==> src/rtl/pong_pkg.sv <==
// Shared definitions for the pong score keeper: FSM encoding and default game limits.
package pong_pkg;

   typedef logic [1:0] state_t;

   localparam state_t ST_SERVE = 2'd0;
   localparam state_t ST_PLAY  = 2'd1;
   localparam state_t ST_OVER  = 2'd2;

   localparam logic [3:0]  DEFAULT_WIN_SCORE = 4'd9;
   localparam logic [15:0] DEFAULT_PAUSE_MS  = 16'd1000;

endpackage

==> src/rtl/rise_detect.sv <==
// Rising-edge detector with registered history; SCORE_KEEPER_SYNC_EN adds a
// two-flop synchronizer in front of the detector.
module rise_detect (
   input  logic clk,
   input  logic reset,
   input  logic sig,
   output logic rise
);

   logic sig_s;
   logic prev_q;

`ifdef SCORE_KEEPER_SYNC_EN
   logic [1:0] sync_q;

   always_ff @(posedge clk or negedge reset) begin
      if (!reset) sync_q <= 2'b00;
      else        sync_q <= {sync_q[0], sig};
   end

   assign sig_s = sync_q[1];
`else
   assign sig_s = sig;
`endif

   always_ff @(posedge clk or negedge reset) begin
      if (!reset) prev_q <= 1'b0;
      else        prev_q <= sig_s;
   end

   // Combinational against the stored history so the FSM acts on the detecting edge.
   assign rise = sig_s & ~prev_q;

endmodule

==> src/rtl/score_keeper.sv <==
// Pong score keeper: serve pause, goal scoring, win detection and restart.
// Optional macro SCORE_KEEPER_SYNC_EN synchronizes goal_p1/goal_p2/clk_1ms.
//
// state    | meaning
// ST_SERVE | ball held at centre, counting clk_1ms ticks up to PAUSE_MS
// ST_PLAY  | rally in progress, first goal event scores
// ST_OVER  | a player reached WIN_SCORE, waiting for new_game
module score_keeper
   import pong_pkg::*;
#(
   parameter logic [3:0]  WIN_SCORE = DEFAULT_WIN_SCORE,
   parameter logic [15:0] PAUSE_MS  = DEFAULT_PAUSE_MS
) (
   input  logic       clk,
   input  logic       reset,
   input  logic       clk_1ms,
   input  logic       goal_p1,
   input  logic       goal_p2,
   input  logic       new_game,
   output logic [3:0] p1_score,
   output logic [3:0] p2_score,
   output logic       ball_hold,
   output logic       serve_dir,
   output logic       goal_flash
);

   state_t      state_q;
   logic [15:0] cnt_q;
   logic        tick;
   logic        g1_rise;
   logic        g2_rise;

   rise_detect u_tick (.clk(clk), .reset(reset), .sig(clk_1ms), .rise(tick));
   rise_detect u_g1   (.clk(clk), .reset(reset), .sig(goal_p1), .rise(g1_rise));
   rise_detect u_g2   (.clk(clk), .reset(reset), .sig(goal_p2), .rise(g2_rise));

   always_ff @(posedge clk or negedge reset) begin
      if (!reset) begin
         state_q    <= ST_SERVE;
         cnt_q      <= 16'd0;
         p1_score   <= 4'd0;
         p2_score   <= 4'd0;
         ball_hold  <= 1'b1;
         serve_dir  <= 1'b0;
         goal_flash <= 1'b0;
      end else begin
         goal_flash <= 1'b0;
         case (state_q)
            ST_SERVE: begin
               ball_hold <= 1'b1;
               if (tick) begin
                  if (cnt_q + 16'd1 == PAUSE_MS) begin
                     cnt_q     <= 16'd0;
                     ball_hold <= 1'b0;
                     state_q   <= ST_PLAY;
                  end else begin
                     cnt_q <= cnt_q + 16'd1;
                  end
               end
            end
            ST_PLAY: begin
               // Player 1 wins a same-edge tie; the player-2 event is dropped.
               if (g1_rise) begin
                  p1_score   <= p1_score + 4'd1;
                  serve_dir  <= 1'b1;
                  goal_flash <= 1'b1;
                  ball_hold  <= 1'b1;
                  cnt_q      <= 16'd0;
                  state_q    <= (p1_score + 4'd1 == WIN_SCORE) ? ST_OVER : ST_SERVE;
               end else if (g2_rise) begin
                  p2_score   <= p2_score + 4'd1;
                  serve_dir  <= 1'b0;
                  goal_flash <= 1'b1;
                  ball_hold  <= 1'b1;
                  cnt_q      <= 16'd0;
                  state_q    <= (p2_score + 4'd1 == WIN_SCORE) ? ST_OVER : ST_SERVE;
               end
            end
            ST_OVER: begin
               ball_hold <= 1'b1;
               if (new_game) begin
                  p1_score <= 4'd0;
                  p2_score <= 4'd0;
                  cnt_q    <= 16'd0;
                  state_q  <= ST_SERVE;
               end
            end
            default: begin
               state_q   <= ST_SERVE;
               cnt_q     <= 16'd0;
               ball_hold <= 1'b1;
            end
         endcase
      end
   end

endmodule
==> config.mk <==
export PLATFORM = sky130hd
export DESIGN_NAME = score_keeper
export DESIGN_NICKNAME = d
export VERILOG_FILES = /design/src/rtl/pong_pkg.sv /design/src/rtl/rise_detect.sv /design/src/rtl/score_keeper.sv
export SDC_FILE = /design/constraint.sdc
export NUM_CORES = 1
export LEC_CHECK = 0
export CAP_MARGIN = 0
export CORE_UTILIZATION = 55
export CTS_CLUSTER_SIZE = 30
export DETAILED_ROUTE_END_ITERATION = 7
export PLACE_DENSITY = 0.8
export SLEW_MARGIN = 20
export SYNTH_ARGS = -nofsm -noshare
export SYNTH_HDL_FRONTEND = slang
export SYNTH_SLANG_ARGS = --single-unit
==> constraint.sdc <==
create_clock -name clk -period 2.7 [get_ports clk]
set_input_delay 0.81 -clock clk [delete_from_list [all_inputs] [get_ports clk]]
set_output_delay 0.81 -clock clk [all_outputs]
set_load 0.02 [all_outputs]
# ---- After elaboration in Yosys (flattened, before gate mapping)
# Index checks and enable logic that the tools add are counted.
dict set report classes {
  mux 30
  bitwise 6
  reduce_logical 8
  n_eq_ne 12
  n_addsub 3
}
# cell count
set ops {}
lappend ops {{$mux W16} 5}
lappend ops {{$pmux W16 S3} 1}
lappend ops {{$add A16 B1 Y16 const B} 1}
lappend ops {{$eq A16 B10 Y1 const B} 1}
lappend ops {{$mux W4} 4}
lappend ops {{$pmux W4 S2} 2}
lappend ops {{$mux W2} 7}
lappend ops {{$ne A2 B2 Y1 const B} 6}
lappend ops {{$mux W1} 9}
lappend ops {{$add A4 B1 Y4 const B} 2}
lappend ops {{$eq A4 B4 Y1 const B} 2}
lappend ops {{$reduce_and A4 Y1} 2}
lappend ops {{$pmux W2 S3} 1}
lappend ops {{$reduce_and A3 Y1} 2}
lappend ops {{$reduce_bool A2 Y1} 2}
lappend ops {{$and A1 B1 Y1} 3}
lappend ops {{$ne A3 B3 Y1 const B} 1}
lappend ops {{$not A1 Y1} 3}
lappend ops {{$eq A2 B1 Y1 const B} 1}
lappend ops {{$eq A2 B2 Y1 const B} 1}
lappend ops {{$logic_not A2 Y1} 1}
lappend ops {{$pmux W1 S2} 1}
lappend ops {{$reduce_and A2 Y1} 1}
dict set report totals {
  register_bits 32
  wordCells 69
  out_inout_bits 11
  in_bits 6
}

# ---- Depth between registers and ports, before layout
dict set report logic_depth {
  word_depth 6
  depth_mapped 7
  depth_no_buf 7
}

# ---- Modules after synthesis
# A second synthesis with hierarchy kept.
dict set report hier_totals {
  hier_cells 229
  hier_area_um2 1945.6
}
# mod seq_area_each_um2 cells_each instances area_per_inst_um2
set by_module_without_submodules {}
lappend by_module_without_submodules {score_keeper 726.9 223 1 1829.3}
lappend by_module_without_submodules {rise_detect 25.0 2 3 38.8}

# ---- Worst setup path before layout
# Ideal clock, no wire load.
dict set report synth_path {
  path_kind {reg2reg}
  start {register cnt_q[0]}
  end {register cnt_q[8]}
  path_slack_ns 0.554
  n_path_buf 0
  setup_time_ns 0.134
  arrival_time_ns 2.012
  period_less_slack_ns 2.146
  stages_incl_launch_ff 8
  required_time_ns 2.566
  path_cell_list {dfrtp_1 -> ha_1 -> nand3_4 -> or3_1 -> a221oi_2 -> o2111ai_4 -> or3b_1 -> o211ai_2}
}
dict set report synth_via {
  elab_chain_len 5
}
# item line_no
set synth_lines {}
lappend synth_lines {{start: declaration} score_keeper.sv:28} ;# logic [15:0] cnt_q;
lappend synth_lines {{start signal: assignment} score_keeper.sv:57} ;# cnt_q <= cnt_q + 16'd1;
lappend synth_lines {{$add A16 B1 Y16 (*)} {score_keeper.sv:52, score_keeper.sv:57}}
lappend synth_lines {{$eq A16 B10 Y1} score_keeper.sv:52} ;# if (cnt_q + 16'd1 == PAUSE_MS) begin
lappend synth_lines {{$mux W16 (*)} score_keeper.sv:52}
lappend synth_lines {{$mux W16 (*)} score_keeper.sv:51} ;# if (tick) begin
lappend synth_lines {{$pmux W16 S3 (*)} score_keeper.sv:48} ;# case (state_q)
# Every way passes the cells marked *; elsewhere a longest branch is shown, timed or not. The select of a mux whose other input is x is not followed.
# A chain may end at the register's enable or synchronous reset.

# ---- Worst setup path after layout
# Ends and elaborated chain as after synthesis.

==> run metrics <==
gr usage total=25.2%; DRC=0; Die ar.=3580 um^2; Nets=225; pwr/cell area=489 nW/um^2; Post-Route WL=3960 um; Worst EP arrival=2.70 ns; HP Class=reg -> reg; Slew headroom=24.6%; CP Depth=7; initial core utilization=59.2%; Worst-Skew Late Latency=0.33 ns; CP bufs+invs=0; part of the power in the clock network=27.7%; Peak Freq=0.400 GHz; Period Utilization, post-route=92.5%; Critical Path Slowest Stage Cell=dfrtp_1; library cells used by synthesis=46; GRT Residual Overflow=0; fin area=2090 um^2; nature of the critical path startpoint=flop; Ys Warns=0; Syn Area/Cell=9.24 um^2; area taken by multi-input logic gates=983 um^2; Sw Share=30.6%; CTS Buffer Depth=2; initial antenna violation count=0; critical path's largest stage delay=0.47 ns; vias=1583; Required @ worst endpoint=2.90 ns; diode count=0; final worst clock skew=0.00925 ns; leak pwr=0.856 nW; CTS tree=yes; Syn Inst Count=199; GP Congestion=0.845; Sink Count=32; cells on worst reg2reg path=7; RSZ-0062 raised after global routing=no; # resized after CTS=0; maxcap violations=0; number of global-route vias before repair=1488; core area=3100 um^2; crit end category=flop; Area Growth Syn to Fin=13.8%; Num CTS Buffers=5; asr flop ratio synth=100%; syn nets=208; share of cells above drive strength 1=9.68%; Sum Neg Setup Slack=0 ns; H-tree depth=2; Most used DFF post-synth=dfrtp_1; Post-CTS Repair Setup Buffers=0; Reg power frac=58.9%; Synth area leader=dfrtp_1; 1st-iter DRT viols=95; Int Pwr=709 uW; NetSw=313 uW; largest net degree at the start of global routing=33; Setup-failing EPs final=0; WL/cell=15.2 um; VDD IR max=334 uV; Worst path top cell family by delay=simple AND/OR/NAND/NOR gates; Site Rows=20; CP Class=reg -> reg; first-pass GRT wire length=6670 um; Post-synth EDFFs=0; Min Clock Period, post-route=2.50 ns; #FFs+latches synth=32; clk slew on worst S/H paths=0.10 ns; post-synth top area share=42.2%; final hold viol count=0; critical path cell sequence=ha_1, nand3_4, or3_1, a221oi_2, o2111ai_4, or3b_1, o211ai_2; CTS Hold Bufs=0; first-pass iteration count of the detailed router=4; Antenna Nets Post-Route=0; hold path cells=2; Synth Cell Area=1840 um^2; root buf cell=clkbuf_4; post-DP HPWL=2790 um; Die Span Y=59.8 um; Slew @ Worst Pin=1.12 ns; Placed Area=2030 um^2; I/O pin cnt=17; Comb power frac=13.3%; die span in x=59.8 um; IO Port Bufs=16; Synth area leaders=dfrtp_1 (42%), nand2_1 (6.7%), o21ai_0 (5.2%); status=completed; FILL cells=271; Via density=6.07; critical path peak fanout=10; Reg area=802 um^2; Seq/Total Area, Yosys=43.6%; Slew Limit Fails=0
## placed cells by master (no fill, tap or decap), drive strengths merged, types with 2 or more instances in the layout
master          n
a21oi           2
a22o            2
a31oi           4
and2            3
and3            3
buf             2
clkbuf          8
clkdlybuf4s50  16
dfrtp          31
ha              3
nand2          34
nand2b          5
nand3          19
nand3b          4
nand4           8
nand4b          2
nor2            8
nor2b           2
nor3            6
nor4            3
o211ai          2
o21ai          23
o311ai          3
or3             6
xnor2           4
xor2            2
## final timing paths
check	startpoint	end	slack (ns)
worst min-delay path	serve_dir$_DFFE_PN0P_	serve_dir$_DFFE_PN0P_	0.50
worst max-delay path	cnt_q[0]$_DFFE_PN0P_	cnt_q[8]$_DFFE_PN0P_	0.20
worst max register to register	cnt_q[0]$_DFFE_PN0P_	cnt_q[8]$_DFFE_PN0P_	0.20
worst min register to register	serve_dir$_DFFE_PN0P_	serve_dir$_DFFE_PN0P_	0.50
min in group asynchronous	reset	cnt_q[10]$_DFFE_PN0P_	0.87
max in group asynchronous	reset	ball_hold$_DFFE_PN1N_	1.49
## kinds of logic after synthesis
kind of cell	Yosys count	share of synthesized area, %
adder cells (fa/ha/maj)	3	2.04
AND/OR/NAND/NOR	108	33.2
buffers and inverters	9	2.86
XOR/XNOR	6	2.86
AO/OA/AOI/OAI	41	15.4
flip-flops	32	43.6
## final cells by class
type	count	share of cell area [%]
Sequential cell	32	38.4
Tap cell	44	2.63
Multi-Input combinational cell	158	47.0
Clock buffer	8	2.81
Inverter	1	0.180
Timing Repair Buffer	18	8.98
## power by group through the flow
stage	logic, mW	clock network, mW	registers, mW
floorplan	0.151	0	0.559
global placement	0.132	0	0.604
detailed placement	0.136	0	0.608
CTS	0.137	0.293	0.599
global route	0.153	0.316	0.611
finish	0.136	0.283	0.602
## per-stage QoR
stage | hold slack (ns) | setup WS [ns] | power, mW | std cells | utilization, %
finish | 0.503 | 0.203 | 1.02 | 261 | 67.4
global route | 0.545 | 0.0668 | 1.08 | 261 | 67.4
detailed placement | 0.471 | -0.0685 | 0.745 | 253 | 65.5
CTS | 0.501 | 0.228 | 1.03 | 261 | 67.4
floorplan | 0.487 | 0.554 | 0.711 | 199 | -
global placement | 0.463 | 0.116 | 0.736 | 253 | 65.5
## worst min-delay path, delay by kind of cell, from the launching register on
kind | cells | cell delay [ns]
and+or+nand+nor | 2 | 0.11
DFF | 1 | 0.37
## flip-flops by register name, summed over array words and instances, names as in the netlist
| register | count |
|---|---|
| u_tick.prev_q | 1 |
| cnt_q | 16 |
| goal_flash | 1 |
| ball_hold | 1 |
| serve_dir | 1 |
| u_g1.prev_q | 1 |
| p2_score | 4 |
| p1_score | 4 |
| state_q | 2 |
| u_g2.prev_q | 1 |
## cell usage after synthesis, types with 2 or more instances
library cell  instances
a21oi_1               2
a22o_1                2
a31oi_1               4
and2_1                3
and3_1                3
buf_4                 3
clkbuf_1              4
dfrtp_1              31
ha_1                  3
nand2_1              33
nand2b_1              5
nand3_1              16
nand3_2               2
nand3b_1              4
nand4_1               7
nand4b_1              2
nor2_1                8
nor2b_1               2
nor3_1                6
o21ai_0              19
o21ai_1               4
o311ai_1              3
or3_1                 6
xnor2_1               4
xor2_1                2
## metal layers
| layer | wire length (um) | vias to the layer above | GRT usage (%) |
|---|---|---|---|
| met5 | 0 | - | 0 |
| met3 | 195 | 7 | 4.76 |
| met2 | 1880 | 50 | 37.9 |
| met4 | 56 | 0 | 11.6 |
| met1 | 1830 | 756 | 35.0 |
| li1 | - | 770 | - |
Power figures use the tool's default switching activity.
